==> src/rtl/ps2kbd_fifo_funcmod.sv <==
// PS/2 keyboard receiver: synchronised/filtered line sampling, frame check, E0/F0 prefix
// decoding with modifier tracking, and a show-ahead event FIFO.
module ps2kbd_fifo_funcmod #(
  parameter int unsigned FILTER_LEN   = 4,
  parameter int unsigned TIMEOUT      = 50000,
  parameter int unsigned DEPTH        = 8,
  parameter int unsigned REPORT_BREAK = 1
) (
  input  logic                   CLOCK,
  input  logic                   RESET,
  input  logic                   PS2_CLK,
  input  logic                   PS2_DAT,
  input  logic                   iRead,
  output logic [15:0]            oData,
  output logic                   oEmpty,
  output logic [$clog2(DEPTH):0] oCount,
  output logic                   oTrig,
  output logic [5:0]             oTag,
  output logic                   oErr,
  output logic                   oOvf
);
  localparam int unsigned AW = $clog2(DEPTH);
  localparam int unsigned TW = $clog2(TIMEOUT + 1);
  localparam logic [AW:0] FullCnt = (AW + 1)'(DEPTH);
  localparam logic [AW:0] CntOne  = (AW + 1)'(1);
  localparam logic [AW-1:0] PtrOne = AW'(1);

  // ---------------- line synchronisers and clock filter ----------------
  logic [1:0] clkSyncQ, datSyncQ;
  logic       filtQ;
  logic [3:0] filtCntQ;
  logic       fallEdge, datBit;

  assign datBit   = datSyncQ[1];
  // Fires in the cycle the filtered clock commits to 0.
  assign fallEdge = filtQ & ~clkSyncQ[1] & (filtCntQ == 4'(FILTER_LEN - 1));

  always_ff @(posedge CLOCK or negedge RESET) begin
    if (!RESET) begin
      clkSyncQ <= 2'b11;
      datSyncQ <= 2'b11;
      filtQ    <= 1'b1;
      filtCntQ <= '0;
    end else begin
      clkSyncQ <= {clkSyncQ[0], PS2_CLK};
      datSyncQ <= {datSyncQ[0], PS2_DAT};
      if (clkSyncQ[1] == filtQ) begin
        filtCntQ <= '0;
      end else if (filtCntQ == 4'(FILTER_LEN - 1)) begin
        filtQ    <= clkSyncQ[1];
        filtCntQ <= '0;
      end else begin
        filtCntQ <= filtCntQ + 4'd1;
      end
    end
  end

  // ---------------- frame receiver ----------------
  logic [3:0]    bitCntQ;
  logic [7:0]    shiftQ;
  logic          parQ;
  logic [TW-1:0] toCntQ;
  logic          frameEnd, timeout, byteOk, frameErr;

  assign frameEnd = fallEdge && (bitCntQ == 4'd10);
  assign timeout  = (bitCntQ != 4'd0) && !fallEdge && (toCntQ == TW'(TIMEOUT - 1));
  assign byteOk   = frameEnd && ((^shiftQ) ^ parQ) && datBit;
  assign frameErr = (frameEnd && !byteOk) || timeout;

  always_ff @(posedge CLOCK or negedge RESET) begin
    if (!RESET) begin
      bitCntQ <= '0;
      shiftQ  <= '0;
      parQ    <= 1'b0;
      toCntQ  <= '0;
    end else begin
      if (timeout) begin
        bitCntQ <= '0;
      end else if (fallEdge) begin
        if (bitCntQ == 4'd0) begin
          if (!datBit) bitCntQ <= 4'd1;
        end else if (bitCntQ <= 4'd8) begin
          shiftQ  <= {datBit, shiftQ[7:1]};
          bitCntQ <= bitCntQ + 4'd1;
        end else if (bitCntQ == 4'd9) begin
          parQ    <= datBit;
          bitCntQ <= bitCntQ + 4'd1;
        end else begin
          bitCntQ <= '0;
        end
      end
      if (fallEdge || bitCntQ == 4'd0) toCntQ <= '0;
      else                             toCntQ <= toCntQ + TW'(1);
    end
  end

  // ---------------- prefix decoder and modifier tracking ----------------
  typedef enum logic [1:0] {StIdle, StE0, StF0, StE0F0} decState_e;

  decState_e   stateQ, stateD;
  logic [5:0]  tagQ, tagD;
  logic        pushQ, pushD;
  logic [15:0] pushDataQ, pushDataD;
  logic        errQ;
  logic        isExt, isBrk, isMod;
  logic [2:0]  modIdx;

  always_comb begin
    stateD    = stateQ;
    tagD      = tagQ;
    pushD     = 1'b0;
    pushDataD = pushDataQ;
    isExt     = (stateQ == StE0) || (stateQ == StE0F0);
    isBrk     = (stateQ == StF0) || (stateQ == StE0F0);
    isMod     = 1'b1;
    modIdx    = 3'd0;
    case ({isExt, shiftQ})
      9'h012:  modIdx = 3'd2;
      9'h059:  modIdx = 3'd5;
      9'h014:  modIdx = 3'd1;
      9'h114:  modIdx = 3'd4;
      9'h011:  modIdx = 3'd0;
      9'h111:  modIdx = 3'd3;
      default: isMod  = 1'b0;
    endcase
    if (frameErr) begin
      stateD = StIdle;
    end else if (byteOk) begin
      if (shiftQ == 8'hE0) begin
        stateD = StE0;
      end else if (shiftQ == 8'hF0) begin
        if (stateQ == StIdle)    stateD = StF0;
        else if (stateQ == StE0) stateD = StE0F0;
      end else begin
        stateD = StIdle;
        if (isMod) begin
          tagD[modIdx] = ~isBrk;
        end else if (!isBrk || REPORT_BREAK != 0) begin
          pushD     = 1'b1;
          pushDataD = {isBrk, isExt, tagQ, shiftQ};
        end
      end
    end
  end

  always_ff @(posedge CLOCK or negedge RESET) begin
    if (!RESET) begin
      stateQ    <= StIdle;
      tagQ      <= '0;
      pushQ     <= 1'b0;
      pushDataQ <= '0;
      errQ      <= 1'b0;
    end else begin
      stateQ    <= stateD;
      tagQ      <= tagD;
      pushQ     <= pushD;
      pushDataQ <= pushDataD;
      errQ      <= frameErr;
    end
  end

  // ---------------- event FIFO ----------------
  logic [15:0]   mem [DEPTH];
  logic [AW-1:0] wrPtrQ, rdPtrQ;
  logic [AW:0]   cntQ;
  logic          trigQ, ovfQ;
  logic          full, doPop, doPush;

  assign full   = (cntQ == FullCnt);
  assign doPop  = iRead && (cntQ != '0);
  // A pop in the same cycle frees the slot, so a full FIFO still accepts.
  assign doPush = pushQ && (!full || doPop);

  always_ff @(posedge CLOCK) begin
    if (doPush) mem[wrPtrQ] <= pushDataQ;
  end

  always_ff @(posedge CLOCK or negedge RESET) begin
    if (!RESET) begin
      wrPtrQ <= '0;
      rdPtrQ <= '0;
      cntQ   <= '0;
      trigQ  <= 1'b0;
      ovfQ   <= 1'b0;
    end else begin
      if (doPush) wrPtrQ <= wrPtrQ + PtrOne;
      if (doPop)  rdPtrQ <= rdPtrQ + PtrOne;
      if (doPush && !doPop)      cntQ <= cntQ + CntOne;
      else if (doPop && !doPush) cntQ <= cntQ - CntOne;
      trigQ <= doPush;
      if (pushQ && full && !doPop) ovfQ <= 1'b1;
    end
  end

  assign oData  = mem[rdPtrQ];
  assign oEmpty = (cntQ == '0);
  assign oCount = cntQ;
  assign oTrig  = trigQ;
  assign oTag   = tagQ;
  assign oErr   = errQ;
  assign oOvf   = ovfQ;

endmodule

==> config.mk <==
export PLATFORM = sky130hd
export DESIGN_NAME = ps2kbd_fifo_funcmod
export DESIGN_NICKNAME = d
export VERILOG_FILES = /design/src/rtl/ps2kbd_fifo_funcmod.sv
export SDC_FILE = /design/constraint.sdc
export NUM_CORES = 1
export LEC_CHECK = 0
export ABC_CLOCK_PERIOD_IN_PS = 3500
export BUFFER_PORTS_ARGS = -buffer_cell sky130_fd_sc_hd__buf_2
export CAP_MARGIN = 20
export CORE_ASPECT_RATIO = 2
export CORE_MARGIN = 2
export CORE_UTILIZATION = 40
export DETAILED_ROUTE_END_ITERATION = 10
export SYNTH_ARGS = -nofsm -noshare
export SYNTH_HDL_FRONTEND = slang
export SYNTH_SLANG_ARGS = --single-unit
==> constraint.sdc <==
create_clock -name CLOCK -period 3.5 [get_ports CLOCK]
set_input_delay 0.525 -clock CLOCK [delete_from_list [all_inputs] [get_ports CLOCK]]
set_output_delay 0.525 -clock CLOCK [all_outputs]
set_load 0.005 [all_outputs]
Word level (Yosys, flattened, before mapping)
Memory sizes are Yosys's and may differ from the RTL's.
Index checks and enable logic that the tools add are counted.
{"block": "op_classes", "addsub": 7, "magnitude_cmp": 3, "eq_ne": 19, "mux": 29, "bitwise_logic": 13, "n_reduce_logical": 40}
{"operator": "$mux 4", "count": 10}
{"operator": "$eq 9x5->1 const B", "count": 3}
{"operator": "$eq 9x9->1 const B", "count": 2}
{"operator": "$add 16x1->16 const B", "count": 1}
{"operator": "$eq 16x16->1 const B", "count": 1}
{"operator": "$eq 8x8->1 const B", "count": 2}
{"operator": "$mux 16", "count": 1}
{"operator": "$pmux 3 s5", "count": 1}
{"operator": "$reduce_and 5->1", "count": 3}
{"operator": "$logic_and 1x1->1", "count": 13}
{"operator": "$add 4x1->4 const B", "count": 3}
{"operator": "$eq 4x4->1 const B", "count": 3}
{"operator": "$mux 2", "count": 6}
{"operator": "$not 1->1", "count": 10}
{"operator": "$eq 9x7->1 const B", "count": 1}
{"operator": "$mux 1", "count": 9}
{"operator": "$logic_not 4->1", "count": 2}
{"operator": "$reduce_bool 4->1", "count": 2}
{"operator": "$reduce_xor 8->1", "count": 1}
{"operator": "$add 3x1->3 const B", "count": 2}
{"operator": "$bwmux 6", "count": 1}
{"operator": "$reduce_and 2->1", "count": 3}
{"operator": "$reduce_bool 2->1", "count": 3}
{"operator": "$reduce_or 6->1", "count": 1}
{"operator": "other kinds (17)", "count": 27}
{"block": "word_totals", "reg_bits": 76, "mem_bits_rw": 128, "out_inout_bits": 30, "wordCells": 130, "mem_count": 1}
{"memory": "mem", "depth": 8, "word_bits": 16, "rd": 1, "rd_clocked_by_memory_dff": 0, "wr": 1, "line": "163", "source": "logic [15:0] mem [DEPTH];"}

Depth between registers and ports, before layout
Gate-level depths: netlist of run 1.
{"block": "logic_depth", "word_depth": 11, "depth_mapped": 12, "mapped_depth_nobuf": 11}

Worst setup path after synthesis of run 1
OpenSTA, ideal clock, no wires.
{"block": "synth_path", "kind": "flip-flop to flip-flop", "from": "reg shiftQ[2]", "to": "reg pushDataQ[10]", "setup_time_ns": 0.125, "arrival_time_ns": 2.576, "required_ns": 3.375, "setup_slack_ns": 0.799, "path_stages_with_launch": 10, "path_buffers": 2, "synth_period_minus_slack_ns": 2.701, "cell_sequence": "dfrtp_1 inv_1 ha_1 xnor3_1 xor2_1 or4_4 or2_1 buf_6 buf_12 mux2_4"}
{"block": "synth_between", "elab_chain_len": 9, "elab_cells_between_ends": 22}
{"item": "start, declared", "line": "60", "source": "logic [7:0] shiftQ;"}
{"item": "start signal, assigned", "line": "83", "source": "shiftQ <= {datBit, shiftQ[7:1]};"}
{"item": "$reduce_xor 8->1", "line": "67", "source": "assign byteOk = frameEnd && ((^shiftQ) ^ parQ) && datBit;"}
{"item": "$xor 1x1->1", "line": "67"}
{"item": "$logic_and 1x1->1 (2 in a row)", "line": "67"}
{"item": "$logic_not 1->1", "line": "68", "source": "assign frameErr = (frameEnd && !byteOk) || timeout;"}
{"item": "$logic_and 1x1->1", "line": "68"}
{"item": "$logic_or 1x1->1", "line": "68"}
{"item": "$not 1->1 (no line)"}
{"item": "$reduce_and 5->1 (no line) (*)"}
{"item": "end signal, assigned", "line": "157", "source": "pushDataQ <= pushDataD;"}
{"item": "end, declared", "line": "103", "source": "logic [15:0] pushDataQ, pushDataD;"}
Mark *: on every way between the ends. The rest lies on a longest branch, timed or not.
A chain may end at the register's enable or synchronous reset.

Final worst setup path of run 1
{"block": "layout_path", "from": "reg shiftQ[2]", "to": "reg pushDataQ[13]"}
The elaborated chain is that of the path after synthesis.

==> summary.md, run 1 <==
| Metric | Value |
|---|---|
| Status | finished, final reports clean |
| Slew @ Worst Pin | just under 1 ns |
| IO Port Bufs | 34 |
| Power Internal | slightly above 4 mW |
| Clock Latency Late Sink | between 0.4 and 0.5 ns |
| CP delay by family, top | simple AND/OR/NAND/NOR gates |
| Setup crit start kind | register |
| Post-route cell area | between 0.009 and 0.01 sq mm |
| CTS Hold Buffers Added | 0 |
| Largest family of logic cells by synthesized area | multiplexers |
| Critical R2R Launch | shiftQ[2]$_DFFE_PN0P_ |
| Post-synthesis mux area share | roughly 14% |
| Max VDD drop | around 0.40 mV |
| Final antenna-violating net count | 0 |
| Crit. path cell count | 7 |
| DR pass1 iterations | 4 |
| CTS buffer count | 19 |
| Syn-to-layout area delta | 12.9% |
| Overall die area | 0.0229 sq mm |
| Max Fclk | approximately 0.33 GHz |
| Compound-cell area share of the yosys netlist | ~2.9% |
| # diodes | 0 |
| Routed len/inst | 18.2 microns |
| Max-cap violation count | 0 |
| Worst setup path startpoint | shiftQ[2]$_DFFE_PN0P_ |
| Clk pwr share | a little over a third |
| CTS max path bufs | 3 |
| Seq/Total Area, Yosys | between 60% and 70% |
| CP arrival | about 3.4 ns |
| Placed Instances | 840 |
| Req. time, crit path | about 3.9 ns |
| Slew HR | 34.1% |
| Internal reg-to-reg setup slack | roughly 0.50 ns |
| Post-synth ARST share | between 30% and 40% |
| Simple-Gate Fraction of Synth Area | under 10% |
| TNS Setup | 0 ns |
| Vias in the first global route | 4,831 |
| Buf/Inv on CP | 1 |
| Sequential power share | about half |
| First-pass GRT wire length | roughly 26,000 microns |
| Root Driver | clkbuf_16 |
| Total core area | approximately 0.021 sq mm |
| CP max stage cell | or4_4 |
| FF+latch count, synth | 204 |
| Post-Synth XOR/XNOR Area | under 10% |
| Final Slew Violations | 0 |
| Nets | ~620 |
| Total track usage | approximately 15% |
| Slowest stage delay, CP | 0.54 ns |
| Area after DPL | just over 0.009 sq mm |
| Worst path cell trace | inv_1 -> ha_1 -> xnor3_1 -> xor2_1 -> or4_4 -> or2_1 -> mux2_4 |
| Clock transition at the registers of the reported paths | around 0.07 ns |
| CP Capture Point | pushDataQ[13]$_DFFE_PN0P_ |
| DR iter-0 viols | ~240 |
| Pleak | roughly 4 nW |
| R2r worst-path depth | 7 |
| Switching Share | 25.7% |
| Dominant synthesized flop cell | edfxtp_1 |
| Gpl congestion | approximately 0.82 |
| # IOs | 35 |
| Area share of fa/ha/maj cells after synthesis | under 10% |
| Power density cells | 562 mW/mm^2 |
| Crit end category | register |
| Final Setup Violations | 0 |
| Routed wire length | between 15,000 and 20,000 microns |
| RSZ-0062 raised after global routing | false |
| Starting Density | 40.5% |
| Post-CTS Setup Inserts | 0 |
| Clock Skews | 0.0107 ns |
| FF-to-FF End | pushDataQ[13]$_DFFE_PN0P_ |
| CTS sink cnt | 204 |
| Fill count | 1,879 |
| HPWL Detailed | 10,500 microns |
| Critical path class | reg -> reg |
| Synth cell types | 54 |
| FP Rows | between 70 and 80 |
| Max H-tree Level | 1 |
| Die Ht | 212 microns |
| Largest net degree at the start of global routing | slightly below 80 |
| Grt total ovfl | 0 |
| Synthesized area per cell | about 16 sq um |
| Combinational power share | 13.4% |
| Worst min path class | in -> reg |
| Antenna violations before repair | 0 |
| Post-synthesis instance area | roughly 0.0087 sq mm |
| Ys Warns | 0 |
| Layout Utilization | a little under half |
| Final Cycle Share | a little under nine tenths |
| Net switching power | between 1 and 1.5 mW |
| Layout Cells excl Fill | just under 900 |
| Vias after detailed routing | between 4,000 and 5,000 |
| Final worst path period need | between 2 and 3 ns |
| CTS tree | yes |
| Via-per-instance ratio | slightly above 5 |
| Share of layout cells above drive strength 1 | approximately a quarter |
| Post-synthesis cell count | between 500 and 600 |
| Fin. Hold Viols | 0 |
| Commonest non-fill, non-tap cells in the layout | edfxtp_1 (128), dfrtp_1 (70), buf_2 (33) |
| Post-synth EDFFs | ~130 |
| DRC viols | 0 |
| Most common cell after layout, fill and taps aside | edfxtp_1 |
| Mapped Nets | ~570 |
| Die Wd | 108 microns |
| Cts repair resizes | 0 |
| CP max FO | 16 |
==> through the flow <==
step | hold slack (ns) | power, mW | setup slack (ns)
final | 0.136 | 5.50 | 0.502
after global placement | 0.346 | 3.56 | 0.554
after CTS | 0.115 | 5.60 | 0.480
after floorplan | 0.229 | 3.35 | 0.799
after detailed placement | 0.347 | 3.59 | 0.493
after global routing | 0.119 | 5.75 | 0.368
==> how the worst min path moves through the flow <==
stage | start | cells after the start | to
floorplan | RESET | 0 | bitCntQ[0]$_DFFE_PN0P_
global placement | clkSyncQ[0]$_DFF_PN1_ | 0 | clkSyncQ[1]$_DFF_PN1_
detailed placement | datSyncQ[0]$_DFF_PN1_ | 0 | datSyncQ[1]$_DFF_PN1_
CTS | PS2_DAT | 1 | datSyncQ[0]$_DFF_PN1_
global route | PS2_CLK | 1 | clkSyncQ[0]$_DFF_PN1_
finish | PS2_CLK | 1 | clkSyncQ[0]$_DFF_PN1_
==> flip-flops by register name, summed over array words and instances (netlist names), 2 cells and up <==
register	count
mem	128
pushDataQ	16
toCntQ	16
shiftQ	8
oTag	6
bitCntQ	4
filtCntQ	4
oCount	4
rdPtrQ	3
wrPtrQ	3
clkSyncQ	2
datSyncQ	2
stateQ	2
==> layout make-up <==
| cell class | count | area (sq um) | share of cell area, % |
|---|---|---|---|
| Sequential cell | 204 | 5750 | 58.8 |
| Timing Repair Buffer | 44 | 260 | 2.66 |
| Tap cell | 273 | 342 | 3.49 |
| Clock inverter | 9 | 92.6 | 0.947 |
| Clock buffer | 24 | 504 | 5.15 |
| Inverter | 25 | 93.8 | 0.959 |
| Multi-Input combinational cell | 294 | 2740 | 28.0 |
==> layer usage <==
layer | global-route usage (%) | part of all wire [%] | vias up
met5 | 0 | 0 | -
met4 | 4.77 | 2.2 | 0
met3 | 2.02 | 2.8 | 20
met2 | 28.5 | 58 | 53
met1 | 16.2 | 37 | 2274
li1 | - | - | 2108
==> synth_stat cells, types with 5 or more instances <==
| cell type | number | area [sq um] |
|---|---|---|
| edfxtp_1 | 128 | 3840 |
| dfrtp_1 | 71 | 1780 |
| mux4_2 | 32 | 721 |
| nor2_1 | 31 | 116 |
| nand2_1 | 28 | 105 |
| mux2_2 | 26 | 293 |
| inv_1 | 25 | 93.8 |
| ha_1 | 24 | 300 |
| o21ai_0 | 16 | 80.1 |
| nand3_1 | 14 | 70.1 |
| xnor2_1 | 14 | 123 |
| xor2_1 | 12 | 105 |
| clkbuf_1 | 11 | 41.3 |
| mux2_4 | 10 | 150 |
| mux2i_1 | 8 | 80.1 |
| nand2b_1 | 7 | 43.8 |
| nand4_1 | 7 | 43.8 |
| a21oi_1 | 6 | 30.0 |
| dfstp_2 | 5 | 131 |
| nand3b_1 | 5 | 37.5 |
| nor2b_1 | 5 | 31.3 |
| nor3_1 | 5 | 25.0 |
==> cells by family (layout without fill, tap and decap cells) <==
| logic type | after synthesis | in the layout |
|---|---|---|
| flip-flops | 204 | 204 |
| AND/OR/NAND/NOR | 127 | 127 |
| multiplexers | 76 | 76 |
| buffers and inverters | 43 | 102 |
| AO/OA/AOI/OAI | 39 | 39 |
| XOR/XNOR | 27 | 27 |
| adder cells (fa/ha/maj) | 25 | 25 |
==> power by group through the flow <==
stage / logic [mW] / registers [mW] / clock network [mW]
CTS: 0.761 / 2.78 / 2.06
finish: 0.734 / 2.77 / 2.00
global placement: 0.736 / 2.82 / 0
floorplan: 0.618 / 2.73 / 0
detailed placement: 0.759 / 2.83 / 0
global route: 0.822 / 2.79 / 2.14
Power figures use the tool's default switching activity.
==> run 2: changes to the inputs <==
ABC_AREA = 1   (was not set)
==> run 2 against run 1 <==
  * Core utilization shrank 0.22 points
  * Non-clock buffer count grew 10
  * Register-to-register slack gained 0.44 ns
  * Critical path depth shrank 1
  * Critical path type is now reg -> out
  * Largest power group unchanged
==> summary.md, run 2 <==
| Metric | Value |
|---|---|
| Max H-tree Level | 1 (unchanged) |
| Share of the synthesized area in the top cell type | 43.3% (-1.1 points) |
| Syn-to-layout area delta | 12.6% |
| Via-per-instance ratio | 5.18 (+1.6%) |
| Total track usage | 16.3% (+1.5 points) |
| Commonest non-fill, non-tap cells in the layout | nor2_1 (151), edfxtp_1 (128), nand2_1 (110) |
| CP arrival | 2.38 ns (-0.98 ns) |
| Net switching power | 1.98 mW (+40%) |
| Starting Density | 40.4% (-0.095 points) |
| Worst min path class | in -> async |
| Nets | 891 (+44%) |
| Critical path class | reg -> out |
| Largest family of logic cells by synthesized area | simple AND/OR/NAND/NOR gates |
| IO Port Bufs | 34 (unchanged) |
| RSZ-0062 raised after global routing | false |
| Post-synthesis cell count | 814 (+50%) |
| Largest cells by area after synthesis | edfxtp_1 (43%), dfrtp_1 (20%), nor2_1 (6.4%), nand2_1 (4.7%), o21ai_0 (4.6%) |
| Seq/Total Area, Yosys | 64.8% (-1.6 points) |
| Pleak | 3.86 nW (-5.6%) |
| Synthesized area per cell | 10.9 sq um (-32%) |
| Slew @ Worst Pin | 0.886 ns (-0.103 ns) |
| Final Slew Violations | 0 (unchanged) |
| CTS Hold Buffers Added | 0 (unchanged) |
| Count leader, synth | nor2_1 |
| Combinational power share | 25.8% (+12 points) |
| Die Wd | 109 microns (+1.2%) |
| CTS buffer count | 19 (unchanged) |
| Setup WS post-layout | 0.591 ns (+0.0890 ns) |
| Commonest cells in the netlist | nor2_1 (151), edfxtp_1 (128), nand2_1 (110), o21ai_0 (82), dfrtp_1 (71) |
| Area share of fa/ha/maj cells after synthesis | 3.61% (-0.088 points) |
| Post-synthesis instance area | 0.00887 sq mm (+2.4%) |
| Max Fclk | 0.344 GHz (+3.1%) |
| HPWL Detailed | 12,300 microns (+17%) |
| Crit end category | output port |
| Power density cells | 628 mW/mm^2 (+12%) |
| CTS sink cnt | 204 (unchanged) |
| # diodes | 0 (unchanged) |
| Routed wire length | 18,400 microns (+16%) |
| Root Driver | clkbuf_16 |
| # IOs | 35 (unchanged) |
| Switching Share | 31.5% (+5.8 points) |
| Fin. Hold Viols | 0 (unchanged) |
| TNS Setup | 0 ns (unchanged) |
| Slew HR | 40.6% (+6.6 points) |
| Total core area | 0.0220 sq mm (+2.7%) |
| DRC viols | 0 (unchanged) |
| Clock transition at the registers of the reported paths | 0.07 ns (about the same) |
| Clk pwr share | 31.2% (-5.1 points) |
| First-pass GRT wire length | 29,600 microns (+14%) |
| FF+latch count, synth | 204 (unchanged) |
| Max reg flops | 128 (unchanged) |
| Ys Warns | 0 (unchanged) |
| DR pass1 iterations | 6 (+2) |
| Largest net degree at the start of global routing | 66 (-14%) |
| Max VDD drop | 0.345 mV (-14%) |
| Power after layout | 6.28 mW (+14%) |
| Overall die area | 0.0235 sq mm (+2.4%) |
| Sequential power share | 43.0% (-7.4 points) |
| Internal reg-to-reg setup slack | 0.94 ns (+0.44 ns) |
| Critical R2R Launch | oCount[0]$_DFFE_PN0P_ |
| Biggest regs | mem (128), pushDataQ (16), toCntQ (16) |
| Grt total ovfl | 0 (unchanged) |
| Synth cell types | 43 (-20%) |
| Most common cell after layout, fill and taps aside | nor2_1 |
| Die Ht | 215 microns (+1.2%) |
| Final Setup Violations | 0 (unchanged) |
| Clock Latency Late Sink | 0.49 ns (about the same) |
| Setup Slack @ Placement | 0.888 ns (+0.396 ns) |
| CTS tree | yes |
| Post-CTS Setup Inserts | 0 (unchanged) |
| Antenna violations before repair | 0 (unchanged) |
| Routed len/inst | 16.0 microns (-12%) |
| Compound-cell area share of the yosys netlist | 9.69% (+6.8 points) |
| Biggest register | mem |
| Dominant synthesized flop cell | edfxtp_1 |
| FP Rows | 77 (+1.3%) |
| Status | finished, final reports clean |
| Final Cycle Share | 83.1% (-2.5 points) |
| Post-synth EDFFs | 128 (unchanged) |
| Layout Utilization | 45.5% (-0.22 points) |
| Post-Synth XOR/XNOR Area | 0.987% (-1.9 points) |
| Vias in the first global route | 6,056 (+25%) |
| Synth area leader | edfxtp_1 |
| Cts repair resizes | 0 (unchanged) |
| Max-cap violation count | 0 (unchanged) |
| Simple-Gate Fraction of Synth Area | 17.0% (+9.3 points) |
| Vias after detailed routing | 5,955 (+34%) |
| Setup crit start kind | register |
| Post-synthesis mux area share | 0% (-14 points) |
| Final worst path period need | 2.91 ns (-0.0890 ns) |
| CTS max path bufs | 3 (unchanged) |
| Mapped Nets | 844 (+48%) |
| Final antenna-violating net count | 0 (unchanged) |
| Post-synth ARST share | 37.3% (unchanged) |
| Power Internal | 4.30 mW (+5.3%) |
| DR iter-0 viols | 231 (-1.7%) |
| Clock Skews | 0.00788 ns (-0.00286 ns) |
| CP max FO | 65 (+49) |
| Req. time, crit path | 2.97 ns (-0.89 ns) |
| R2r worst-path depth | 13 (+6) |
| Gpl congestion | 0.823 (+0.77%) |
| FF-to-FF End | oCount[3]$_DFFE_PN0P_ |
| Share of layout cells above drive strength 1 | 13.7% (-12 points) |
==> run 2: cell type report <==
cell class / instances / area (sq um)
Clock buffer: 25 / 498
Clock inverter: 8 / 78.8
Fill cell: 2006 / 12000
Inverter: 58 / 223
Multi-Input combinational cell: 524 / 2770
Sequential cell: 204 / 5750
Tap cell: 276 / 345
Timing Repair Buffer: 54 / 323
==> run 2: worst max-delay path by stage <==
stage	slack [ns]	end	from
after detailed placement	0.89	oCount[3]$_DFFE_PN0P_	iRead
after global routing	0.46	oData[7]	rdPtrQ[0]$_DFFE_PN0N_
final	0.59	oData[7]	rdPtrQ[0]$_DFFE_PN0N_
after floorplan	1.14	mem[4][0]$_DFFE_PP_	oCount[0]$_DFFE_PN0P_
after CTS	0.60	oData[7]	rdPtrQ[0]$_DFFE_PN0N_
after global placement	0.94	oCount[3]$_DFFE_PN0P_	iRead
==> run 2: power groups by stage <==
| stage | logic, mW | clock network, mW | registers [mW] |
|---|---|---|---|
| 2_1_floorplan | 1.05 | 0 | 2.73 |
| 3_3_place_gp | 1.62 | 0 | 2.75 |
| 3_5_place_dp | 1.64 | 0 | 2.75 |
| 4_1_cts | 1.64 | 2.01 | 2.70 |
| 5_1_grt | 1.83 | 2.08 | 2.71 |
| 6_report | 1.62 | 1.96 | 2.70 |
==> run 2: cell families after synthesis <==
kind of cell             after synthesis
flip-flops                           204
AO/OA/AOI/OAI                        151
AND/OR/NAND/NOR                      338
buffers and inverters                 86
XOR/XNOR                              10
adder cells (fa/ha/maj)               25
==> run 2: layer usage <==
metal	vias to the layer above	global-route usage [%]	share of wire, %
li1	2905	-	-
met1	2866	16.4	35
met2	125	30.7	56
met3	59	1.58	2.9
met4	0	10.0	5.4
met5	-	0	0
==> run 2: critical path, stage by stage (launching register included) <==
cell	delay [ns]
dfrtp_2	0.35
buf_4	0.54
o21ai_0	0.19
o22ai_1	0.17
nor2_1	0.07
a31oi_1	0.34
buf_2	0.19
==> run 2: through the flow <==
stage	area [sq um]	hold WS, ns	cells
6_report	9990	0.0106	1149
4_1_cts	9990	0.0212	1149
3_3_place_gp	9420	0.345	1116
5_1_grt	9990	0.0427	1149
3_5_place_dp	9420	0.350	1116
2_1_floorplan	8870	0.229	814
==> run 3: changes to the inputs <==
ABC_CLOCK_PERIOD_IN_PS = 2700   (was 3500)
clock period = 2.7 ns   (was 3.5 ns; I/O delays follow)
==> run 3 against run 2 <==
  * Clock power rose by 35%
  * Combinational power grew 34%
  * Clock-buffer cell count shrank 3
  * Global-route usage grew 0.081 points
  * Largest cell class unchanged
==> summary.md, run 3 (synthesis gave the netlist of run 2 again) <==
| Metric | Value |
|---|---|
| Status | finished, final reports clean |
| Clock Skews | 0.00926 ns (+0.00138 ns) |
| R2r worst-path depth | 13 (unchanged) |
| Grt total ovfl | 0 (unchanged) |
| CTS tree | yes |
| Die Ht | 215 microns (unchanged) |
| CP arrival | 2.18 ns (-0.20 ns) |
| Slowest stage delay, CP | 0.41 ns (-0.13 ns) |
| Post-CTS Setup Inserts | 0 (unchanged) |
| Max H-tree Level | 1 (unchanged) |
| Internal reg-to-reg setup slack | 0.37 ns (-0.57 ns) |
| DRC viols | 0 (unchanged) |
| CTS buffer count | 19 (unchanged) |
| Commonest non-fill, non-tap cells in the layout | nor2_1 (151), edfxtp_1 (128), nand2_1 (110) |
| Final Cycle Share | between 90% and 100% |
| DR iter-0 viols | 305 (+32%) |
| Clock Latency Late Sink | 0.48 ns (about the same) |
| Final Slew Violations | 0 (unchanged) |
| Final Setup Violations | 0 (unchanged) |
| DR pass1 iterations | 4 (-2) |
| Max-cap violation count | 0 (unchanged) |
| Worst hold endpoint | clkSyncQ[0]$_DFF_PN1_ |
| Buf/Inv on CP | 3 (+1) |
| Most common cell after layout, fill and taps aside | nor2_1 |
| HPWL Detailed | 12,600 microns (+2.3%) |
| Die Wd | 109 microns (unchanged) |
| TNS Setup | 0 ns (unchanged) |
| Biggest regs | mem (128), pushDataQ (16), toCntQ (16) |
| Share of layout cells above drive strength 1 | 14.1% (+0.34 points) |
| RSZ-0062 raised after global routing | true |
| Power density cells | 822 mW/mm^2 (+31%) |
| FF-to-FF End | oCount[3]$_DFFE_PN0P_ |
| Worst path cell trace | inv_1 -> buf_4 -> o21ai_0 -> o22ai_1 -> nor2_1 -> a31oi_1 -> buf_2 |
| Setup WS post-layout | 0.120 ns (-0.471 ns) |
| Clk pwr share | 31.8% (+0.6 points) |
| Fin. Hold Viols | 0 (unchanged) |
| Via-per-instance ratio | 5.18 (-0.13%) |
| Root Driver | clkbuf_16 |
| Worst min path class | in -> reg |
| Multi-input logic area | 0.00279 sq mm (+0.41%) |
| Clock transition at the registers of the reported paths | 0.07 ns (about the same) |
| Setup Slack @ Placement | 0.251 ns (-0.638 ns) |
| Critical R2R Launch | oCount[0]$_DFFE_PN0P_ |
| Starting Density | 40.4% (unchanged) |
| Sequential cell area | 0.00575 sq mm (unchanged) |
| Gpl congestion | 0.815 (-0.98%) |
| Antenna violations before repair | 0 (unchanged) |
| Power Internal | 5.69 mW (+32%) |
| Largest net degree at the start of global routing | 66 (unchanged) |
| Syn-to-layout area delta | 13.6% |
| Net switching power | 2.60 mW (+31%) |
| Crit end category | output port |
| Total core area | 0.0220 sq mm (unchanged) |
| Hold Crit Depth | 1 |
| Critical path class | reg -> out |
| # diodes | 0 (unchanged) |
| Sequential power share | 42.0% (-1.0 points) |
| Slew HR | 67.7% (+27 points) |
| Routed len/inst | 16.4 microns (+2.4%) |
| Vias in the first global route | 5,987 (-1.1%) |
| First-pass GRT wire length | 29,600 microns (+0.19%) |
| CP delay by family, top | buffers and inverters |
| CTS sink cnt | 204 (unchanged) |
| Hold Crit Start | PS2_CLK |
| Fill count | 2,024 (+0.90%) |
| FP Rows | 77 (unchanged) |
| CTS max path bufs | 3 (unchanged) |
| IO Port Bufs | 34 (unchanged) |
| Max reg flops | 128 (unchanged) |
| Overall die area | 0.0235 sq mm (unchanged) |
| CP max stage cell | dfrtp_1 |
| Pleak | 3.90 nW (+0.99%) |
| Max VDD drop | 0.535 mV (+55%) |
| Slew @ Worst Pin | 0.485 ns (-0.401 ns) |
| Final worst path period need | roughly 2.6 ns |
| Biggest register | mem |
| Setup crit start kind | register |
| # IOs | 35 (unchanged) |
| Total track usage | 16.4% (+0.081 points) |
| Final antenna-violating net count | 0 (unchanged) |
| Combinational power share | 26.1% (+0.3 points) |
| Max Fclk | slightly below 0.4 GHz |
| Req. time, crit path | 2.30 ns (-0.67 ns) |
| CP max FO | 10 (-85%) |
| Nets | 892 (+0.11%) |
| Vias after detailed routing | 5,947 (-0.13%) |
| Routed wire length | 18,800 microns (+2.4%) |
| Switching Share | 31.4% (-0.15 points) |
==> run 3: changes by cell type in the layout (fill, tap and decap cells not counted), moves of 2 or more <==
cell	previous run	this run
inv_6	2	0
clkinv_4	1	3
buf_4	21	17
buf_12	0	3
clkbuf_1	6	3
==> run 3: cell type report <==
type,count,share of cell area (%)
Clock buffer,22,4.83
Clock inverter,10,1.18
Inverter,58,2.21
Multi-Input combinational cell,524,27.6
Sequential cell,204,57.0
Tap cell,276,3.42
Timing Repair Buffer,55,3.71
==> run 3: worst max-delay path by stage <==
stage,startpoint,to,slack (ns),depth (start not counted)
after detailed placement,oCount[0]$_DFFE_PN0P_,oCount[3]$_DFFE_PN0P_,0.25,13
after global placement,oCount[0]$_DFFE_PN0P_,oCount[3]$_DFFE_PN0P_,0.36,13
final,rdPtrQ[1]$_DFFE_PN0N_,oData[9],0.12,7
after global routing,rdPtrQ[1]$_DFFE_PN0N_,oData[5],-0.04,7
after CTS,rdPtrQ[1]$_DFFE_PN0N_,oData[7],0.02,6
after floorplan,oCount[0]$_DFFE_PN0P_,mem[4][0]$_DFFE_PP_,0.34,7
==> run 3: timing repair <==
item / CTS / global route
resized for setup: 0 / 3
hold buffers: 1 / 0
endpoints found under the hold margin: 24 / 0
setup endpoints to repair: 0 / 5
==> run 3: stage by stage <==
stage / hold WS, ns / std cells / utilization [%] / cell area (sq um) / power (mW)
floorplan: 0.109 / 814 / - / 8870 / 4.89
global placement: 0.346 / 1116 / 43.0 / 9460 / 5.71
detailed placement: 0.347 / 1116 / 43.0 / 9460 / 5.74
CTS: 0.00703 / 1149 / 45.8 / 10100 / 8.39
global route: 0.00714 / 1149 / 45.9 / 10100 / 8.75
finish: 0.0220 / 1149 / 45.9 / 10100 / 8.29
==> run 3: metal layers <==
layer | part of all wire, % | routed length [microns] | up-vias | global-route usage [%]
li1 | - | - | 2915 | -
met1 | 36 | 6690 | 2894 | 16.0
met2 | 57 | 10800 | 92 | 32.2
met3 | 3.2 | 597 | 46 | 2.19
met4 | 3.8 | 717 | 0 | 7.38
met5 | 0 | 0 | - | 0
==> run 3: power by group through the flow <==
stage	Sequential [mW]	Clock, mW	Combinational (mW)
global route	3.50	2.80	2.45
CTS	3.48	2.70	2.20
finish	3.48	2.64	2.17
global placement	3.54	0	2.17
floorplan	3.53	0	1.36
detailed placement	3.55	0	2.20
